<file path="src/rtl/mul_pkg.sv">
`default_nettype none
// ============================================================================
// Module   : mul_pkg
// Brief    : Shared constants for the sequential multiplier: op codes, FSM
//            state encodings, NZCV flag indices and the iteration-count helper.
// Revision : 1.0 - initial release
// ============================================================================
package mul_pkg;

    localparam logic [1:0] c_OP_MUL   = 2'b00;
    localparam logic [1:0] c_OP_UMULL = 2'b10;
    localparam logic [1:0] c_OP_SMULL = 2'b11;

    typedef logic [1:0] state_t;
    localparam state_t c_IDLE = 2'd0;
    localparam state_t c_RUN  = 2'd1;
    localparam state_t c_FIX  = 2'd2;
    localparam state_t c_DONE = 2'd3;

    // Flag bit positions are shared with the ALU NZCV packing.
    localparam int c_FLAG_N = 3;
    localparam int c_FLAG_Z = 2;
    localparam int c_FLAG_C = 1;
    localparam int c_FLAG_V = 0;

    function automatic int cycles(input int width, input int unroll);
        return width / unroll;
    endfunction

endpackage
`default_nettype wire

</file>
<file path="src/rtl/mul_step.sv">
`default_nettype none
// ============================================================================
// Module   : mul_step
// Brief    : Combinational UNROLL-bit shift-add step of a right-shifting
//            accumulator multiplier.
// Revision : 1.0 - initial release
// ============================================================================
module mul_step #(
    parameter int WIDTH  = 32,
    parameter int UNROLL = 1
) (
    input  logic [2*WIDTH+UNROLL-1:0] i_acc_in,
    input  logic [WIDTH-1:0]          i_mcand,
    input  logic [UNROLL-1:0]         i_mplier_bits,
    output logic [2*WIDTH+UNROLL-1:0] o_acc_out
);

    localparam int c_SW = WIDTH + UNROLL;

    logic [c_SW-1:0]           w_pp;
    logic [c_SW-1:0]           w_sum;
    logic [2*WIDTH+UNROLL-1:0] w_cat;

    // Upper part stays below 2^WIDTH between steps, so WIDTH+UNROLL bits hold the sum.
    assign w_pp      = c_SW'(i_mcand) * c_SW'(i_mplier_bits);
    assign w_sum     = i_acc_in[2*WIDTH+UNROLL-1:WIDTH] + w_pp;
    assign w_cat     = {w_sum, i_acc_in[WIDTH-1:0]};
    assign o_acc_out = w_cat >> UNROLL;

endmodule
`default_nettype wire

</file>
<file path="src/rtl/mul_seq_unit.sv">
`default_nettype none
// ============================================================================
// Module   : mul_seq_unit
// Brief    : Iterative MUL/UMULL/SMULL unit; sign-magnitude operands,
//            unsigned shift-add core, final negate for signed results.
// Revision : 1.0 - initial release
// ============================================================================
module mul_seq_unit
    import mul_pkg::*;
#(
    parameter int WIDTH  = 32,
    parameter int UNROLL = 1
) (
    input  logic             clk,
    input  logic             reset,
    input  logic             start,
    input  logic [1:0]       op,
    input  logic [WIDTH-1:0] a,
    input  logic [WIDTH-1:0] b,
    output logic             busy,
    output logic             done,
    output logic [WIDTH-1:0] result_lo,
    output logic [WIDTH-1:0] result_hi,
    output logic [3:0]       flags
);

    localparam int c_CYCLES = cycles(WIDTH, UNROLL);
    localparam int c_CNT_W  = (c_CYCLES > 1) ? $clog2(c_CYCLES) : 1;
    localparam int c_AW     = 2 * WIDTH + UNROLL;

    state_t             r_state;
    state_t             w_next;
    logic [c_CNT_W-1:0] r_cnt;
    logic               r_long;
    logic               r_neg;
    logic [WIDTH-1:0]   r_mcand;
    logic [WIDTH-1:0]   r_mplier;
    logic [c_AW-1:0]    r_acc;
    logic               r_done;
    logic [WIDTH-1:0]   r_lo;
    logic [WIDTH-1:0]   r_hi;
    logic [3:0]         r_flags;

    logic [c_AW-1:0]    w_step_acc;
    logic [2*WIDTH-1:0] w_prod;
    logic [2*WIDTH-1:0] w_neg_prod;
    logic [WIDTH-1:0]   w_abs_a;
    logic [WIDTH-1:0]   w_abs_b;
    logic               w_is_smull;
    logic               w_run_last;
    logic [3:0]         w_flags;

    mul_step #(
        .WIDTH  (WIDTH),
        .UNROLL (UNROLL)
    ) u_step (
        .i_acc_in      (r_acc),
        .i_mcand       (r_mcand),
        .i_mplier_bits (r_mplier[UNROLL-1:0]),
        .o_acc_out     (w_step_acc)
    );

    assign w_is_smull = (op == c_OP_SMULL);
    // The most-negative input maps to 2^(WIDTH-1), which still fits unsigned.
    assign w_abs_a    = (w_is_smull && a[WIDTH-1]) ? (WIDTH'(0) - a) : a;
    assign w_abs_b    = (w_is_smull && b[WIDTH-1]) ? (WIDTH'(0) - b) : b;
    assign w_run_last = (r_cnt == c_CNT_W'(c_CYCLES - 1));
    assign w_prod     = r_acc[2*WIDTH-1:0];
    assign w_neg_prod = (~w_prod) + (2*WIDTH)'(1);

    always_comb begin
        w_flags           = 4'b0000;
        w_flags[c_FLAG_N] = r_long ? w_prod[2*WIDTH-1] : w_prod[WIDTH-1];
        w_flags[c_FLAG_Z] = r_long ? (w_prod == '0) : (w_prod[WIDTH-1:0] == '0);
        w_flags[c_FLAG_C] = 1'b0;
        w_flags[c_FLAG_V] = 1'b0;
    end

    always_comb begin
        w_next = r_state;
        case (r_state)
            c_IDLE:  if (start) w_next = c_RUN;
            c_RUN:   if (w_run_last) w_next = c_FIX;
            c_FIX:   w_next = c_DONE;
            c_DONE:  w_next = c_IDLE;
            default: w_next = c_IDLE;
        endcase
    end

    always_ff @(posedge clk or negedge reset) begin
        if (!reset) begin
            r_state <= c_IDLE;
        end else begin
            r_state <= w_next;
        end
    end

    always_ff @(posedge clk or negedge reset) begin
        if (!reset) begin
            r_cnt    <= '0;
            r_long   <= 1'b0;
            r_neg    <= 1'b0;
            r_mcand  <= '0;
            r_mplier <= '0;
            r_acc    <= '0;
            r_done   <= 1'b0;
            r_lo     <= '0;
            r_hi     <= '0;
            r_flags  <= '0;
        end else begin
            r_done <= (r_state == c_DONE);
            case (r_state)
                c_IDLE: begin
                    if (start) begin
                        r_long   <= (op == c_OP_UMULL) || w_is_smull;
                        r_neg    <= w_is_smull && (a[WIDTH-1] ^ b[WIDTH-1]);
                        r_mcand  <= w_abs_a;
                        r_mplier <= w_abs_b;
                        r_acc    <= '0;
                        r_cnt    <= '0;
                    end
                end
                c_RUN: begin
                    r_acc    <= w_step_acc;
                    r_mplier <= r_mplier >> UNROLL;
                    r_cnt    <= r_cnt + c_CNT_W'(1);
                end
                c_FIX: begin
                    if (r_neg) r_acc <= {{UNROLL{1'b0}}, w_neg_prod};
                end
                default: begin
                    r_lo    <= w_prod[WIDTH-1:0];
                    r_hi    <= r_long ? w_prod[2*WIDTH-1:WIDTH] : '0;
                    r_flags <= w_flags;
                end
            endcase
        end
    end

    assign busy      = (r_state == c_RUN) || (r_state == c_FIX);
    assign done      = r_done;
    assign result_lo = r_lo;
    assign result_hi = r_hi;
    assign flags     = r_flags;

endmodule
`default_nettype wire

</file>
<file path="config.mk">
export PLATFORM = sky130hd
export DESIGN_NAME = mul_seq_unit
export DESIGN_NICKNAME = d
export VERILOG_FILES = /design/src/rtl/mul_pkg.sv /design/src/rtl/mul_step.sv /design/src/rtl/mul_seq_unit.sv
export SDC_FILE = /design/constraint.sdc
export NUM_CORES = 1
export LEC_CHECK = 0
export BUFFER_PORTS_ARGS = -buffer_cell sky130_fd_sc_hd__buf_2
export CORE_UTILIZATION = 52
export CTS_BUF_LIST = sky130_fd_sc_hd__clkbuf_4 sky130_fd_sc_hd__clkbuf_8
export CTS_CLUSTER_DIAMETER = 40
export DETAILED_ROUTE_END_ITERATION = 10
export GPL_ROUTABILITY_DRIVEN = 0
export HOLD_SLACK_MARGIN = 0.05
export PLACE_DENSITY = 0.83
export SLEW_MARGIN = 0
export SYNTH_ARGS = -nofsm -noshare
export SYNTH_HDL_FRONTEND = slang
export SYNTH_SLANG_ARGS = --single-unit
</file>
<file path="constraint.sdc">
create_clock -name clk -period 5.3 [get_ports clk]
set_clock_uncertainty 0.15 [all_clocks]
set_input_delay 0.795 -clock clk [delete_from_list [all_inputs] [get_ports clk]]
set_output_delay 0.795 -clock clk [all_outputs]
set_load 0.01 [all_outputs]
</file>
==> summary.txt <==
Floorplan
  • Die X: 159 um
  • Die height: 159 um
  • Rows: 57
  • Die area: 0.0254 sq mm
  • Core area: 0.0242 sq mm
  • Ports: 139
  • Initial core utilization: 53.0%

Yosys
  • Synth Area per Inst: 8.41 sq um
  • Netlist cell types: 69
  • Post-synth EDFFs: 0
  • Syn Inst Count: 1529
  • Cell taking the most area after synthesis: dfrtp_1
  • Ys flop type: dfrtp_1
  • Synth Register Bits: 204
  • Synthesis Warnings: 0
  • Synth async-reset ratio: 100%
  • Sequential element share of the synthesized area: 39.7%
  • Mapped Area: 0.0129 sq mm
  • Top area cells in the synthesized netlist: dfrtp_1 (40%), o21ai_0 (7.9%), a21oi_1 (4.6%), nand2_1 (4.3%), ha_1 (4.0%)
  • Top-area cell type share of the netlist area: 39.7%

Timing
  • Part of the cycle the worst path needs: 72.1%
  • Slew @ Worst Pin: 1050 ps
  • Final setup vio count: 0
  • Max-Slew Margin vs Limit: 29.7%
  • Final Hold Violating Endpoints: 0
  • Highest clock rate: 262 MHz
  • RSZ-0062 raised after global routing: false
  • Final worst-path setup slack: 1480 ps
  • Setup TNS: 0 ps
  • Slew Limit Fails: 0
  • Crit path time final: 3820 ps

Placement
  • Dpl ws: 1550 ps
  • Detailed placement HPWL: 22700 um
  • I/O Buffers: 136

Critical path
  • Critical path's most frequent cell: o21ai_0
  • Max Fanout on Critical Path: 33
  • Reg2Reg Setup Slack: 1480 ps
  • Startpoint Class: flop
  • CP Cell Sequence: and2_1 -> ha_1 -> fa_1 -> a211oi_1 -> o21ai_0 -> a31oi_1 -> o21ai_0 -> a21oi_1 -> o21ai_1 -> a22oi_1 -> o211ai_1
  • Data arrival, critical path: 4060 ps
  • Critical path's slowest cell: dfrtp_1
  • CP required: 5540 ps
  • Delay-heaviest family, CP: compound AO/OA/AOI/OAI gates
  • Crit end category: flop
  • Worst path max stage delay: 650 ps
  • Setup CP Type: flop to flop
  • CP Buf/Inv Count: 0

Cells and area
  • Share of post-route cells with drive strength above 1: 16.4%
  • Area growth from synthesis to layout: 13.4%
  • Final Net Count: 1738

Detailed routing
  • Via count: 11900
  • Final WL: 32100 um
  • DRT Pass-1 Iters: 8
  • Vias per cell: 6.00
  • Drt initial violations: 1067
  • ANT nets after route: 0
  • DRC viols: 0
  • Wire length per cell: 16.2 um

Clock network
  • H-tree Lvls: 2
  • Max Root-Sink Buffers: 3
  • Post-CTS resize count: 0
  • Post-CTS setup buffers: 0
  • CTS tree: yes
  • Worst-Skew Late Latency: 530 ps
  • Clock Sinks: 204
  • CTS buffer count: 37
  • Clk slew on worst S/H paths: 60 ps
  • CTS root buf: clkbuf_8
  • CTS hold repair buffers: 0

Global routing
  • Antenna violations before repair: 0
  • Total grt overflow: 0
  • Vias in the first global route: 10900
  • GR Util All Layers: 25.2%
  • Pin count of the biggest net entering global routing: 104
  • First-pass GRT wire length: 53600 um

Pwr
  • P_int: 0.00426 W
  • Pwr Density: 524 mW/mm^2
  • P_leak: 6.70 nW
  • NetSw: 0.00338 W
  • Switching share of power: 44.2%
  • Sequential share of power: 31.3%
  • Logic pwr share: 47.3%
  • VDD IR-drop max: 368 uV
  • Clock group share of total power: 21.5%

Flow run
  • Max Cap Violations: 0

Worst hold path
  • Hold Crit Class: input port to asynchronous set/reset pin

Run status
  • Run status: complete, no violations
==> kinds of logic (layout without fill, tap and decap cells) <==
family	Yosys count	after routing	synth area share [%]
and+or+nand+nor	514	514	20.3
AOI/OAI and AO/OA	477	477	22.0
DFF	204	204	39.7
buffers and inverters	173	297	5.13
xor gates and xnor gates	81	81	5.52
adders and majority gates	42	42	4.15
muxes	37	37	3.19
other	1	3	0.0292
==> path summary, 6_finish.rpt <==
| kind | cells after the start | start | end |
|---|---|---|---|
| max | 11 | r_mplier[0]$_DFFE_PN0P_ | r_acc[61]$_DFFE_PN0P_ |
| min | 1 | reset | result_hi[26]$_DFFE_PN0P_ |
| max reg2reg | 11 | r_mplier[0]$_DFFE_PN0P_ | r_acc[61]$_DFFE_PN0P_ |
| min reg2reg | 2 | r_mcand[27]$_DFFE_PN0P_ | r_mcand[27]$_DFFE_PN0P_ |
| max in group asynchronous | 2 | reset | flags[2]$_DFFE_PN0P_ |
| min in group clk | 2 | r_mcand[27]$_DFFE_PN0P_ | r_mcand[27]$_DFFE_PN0P_ |
==> stage by stage <==
step	std cells	total power (W)	hold slack, ps	cell area (sq um)	utilization [%]
2_1_floorplan	1530	0.00497	288	12900	-
3_3_place_gp	1912	0.00582	304	13700	56.7
3_5_place_dp	1912	0.00595	313	13700	56.7
4_1_cts	1978	0.00761	209	14600	60.1
5_1_grt	1978	0.00820	249	14600	60.1
6_report	1979	0.00765	181	14600	60.1
==> flip-flops by register name (all words and copies together) (netlist names) <==
register / flops
result_lo: 32
flags: 2
r_acc: 64
r_mplier: 32
r_neg: 1
r_state: 2
r_cnt: 5
result_hi: 32
done: 1
r_long: 1
r_mcand: 32
==> Yosys cell counts (13+ instances only) <==
| library cell | number |
|---|---|
| nor2_1 | 89 |
| a21o_1 | 20 |
| o21ai_0 | 202 |
| mux2_2 | 32 |
| nor4_1 | 15 |
| and2_1 | 39 |
| ha_1 | 41 |
| or4_1 | 17 |
| nand3_1 | 57 |
| nor3_1 | 50 |
| a32oi_1 | 20 |
| clkbuf_1 | 87 |
| nand2_1 | 146 |
| a21oi_1 | 118 |
| o31ai_1 | 14 |
| xor2_1 | 32 |
| dfrtp_1 | 204 |
| nand2b_1 | 13 |
| inv_1 | 79 |
| or3_1 | 25 |
| xnor2_1 | 49 |
==> per-layer routing <==
metal | part of all wire [%] | vias to the layer above | global-route usage (%) | routed length [um]
li1 | - | 5705 | - | -
met1 | 46 | 5615 | 36.6 | 14800
met2 | 44 | 505 | 38.9 | 14100
met3 | 8.4 | 53 | 4.71 | 2700
met4 | 1.7 | 0 | 6.25 | 562
met5 | 0 | - | 0 | 0
==> area by class of cell <==
class	instances	area, sq um
Fill cell	2122	9670
Multi-Input combinational cell	1153	7130
Sequential cell	204	5100
Timing Repair Buffer	152	810
Clock buffer	53	698
Tap cell	324	405
Inverter	79	297
Clock inverter	13	136
Antenna cell	1	2.50
==> power by group through the flow <==
stage / registers [W] / logic, W / clock network [W]
detailed placement: 0.00240 / 0.00355 / 0
CTS: 0.00238 / 0.00356 / 0.00167
floorplan: 0.00229 / 0.00268 / 0
global route: 0.00245 / 0.00401 / 0.00174
global placement: 0.00238 / 0.00344 / 0
finish: 0.00239 / 0.00362 / 0.00164
==> cells in the final DEF, fill, tap and decap left out, drive strengths merged, types with 39 or more instances in the layout <==
cell type,instances
ha,41
and2,39
nand3,57
nand2,146
nor2,89
dfrtp,204
clkbuf,54
buf,151
xnor2,49
nor3,51
inv,81
o21ai,210
a21oi,118
(Power assumes the default switching activity.)
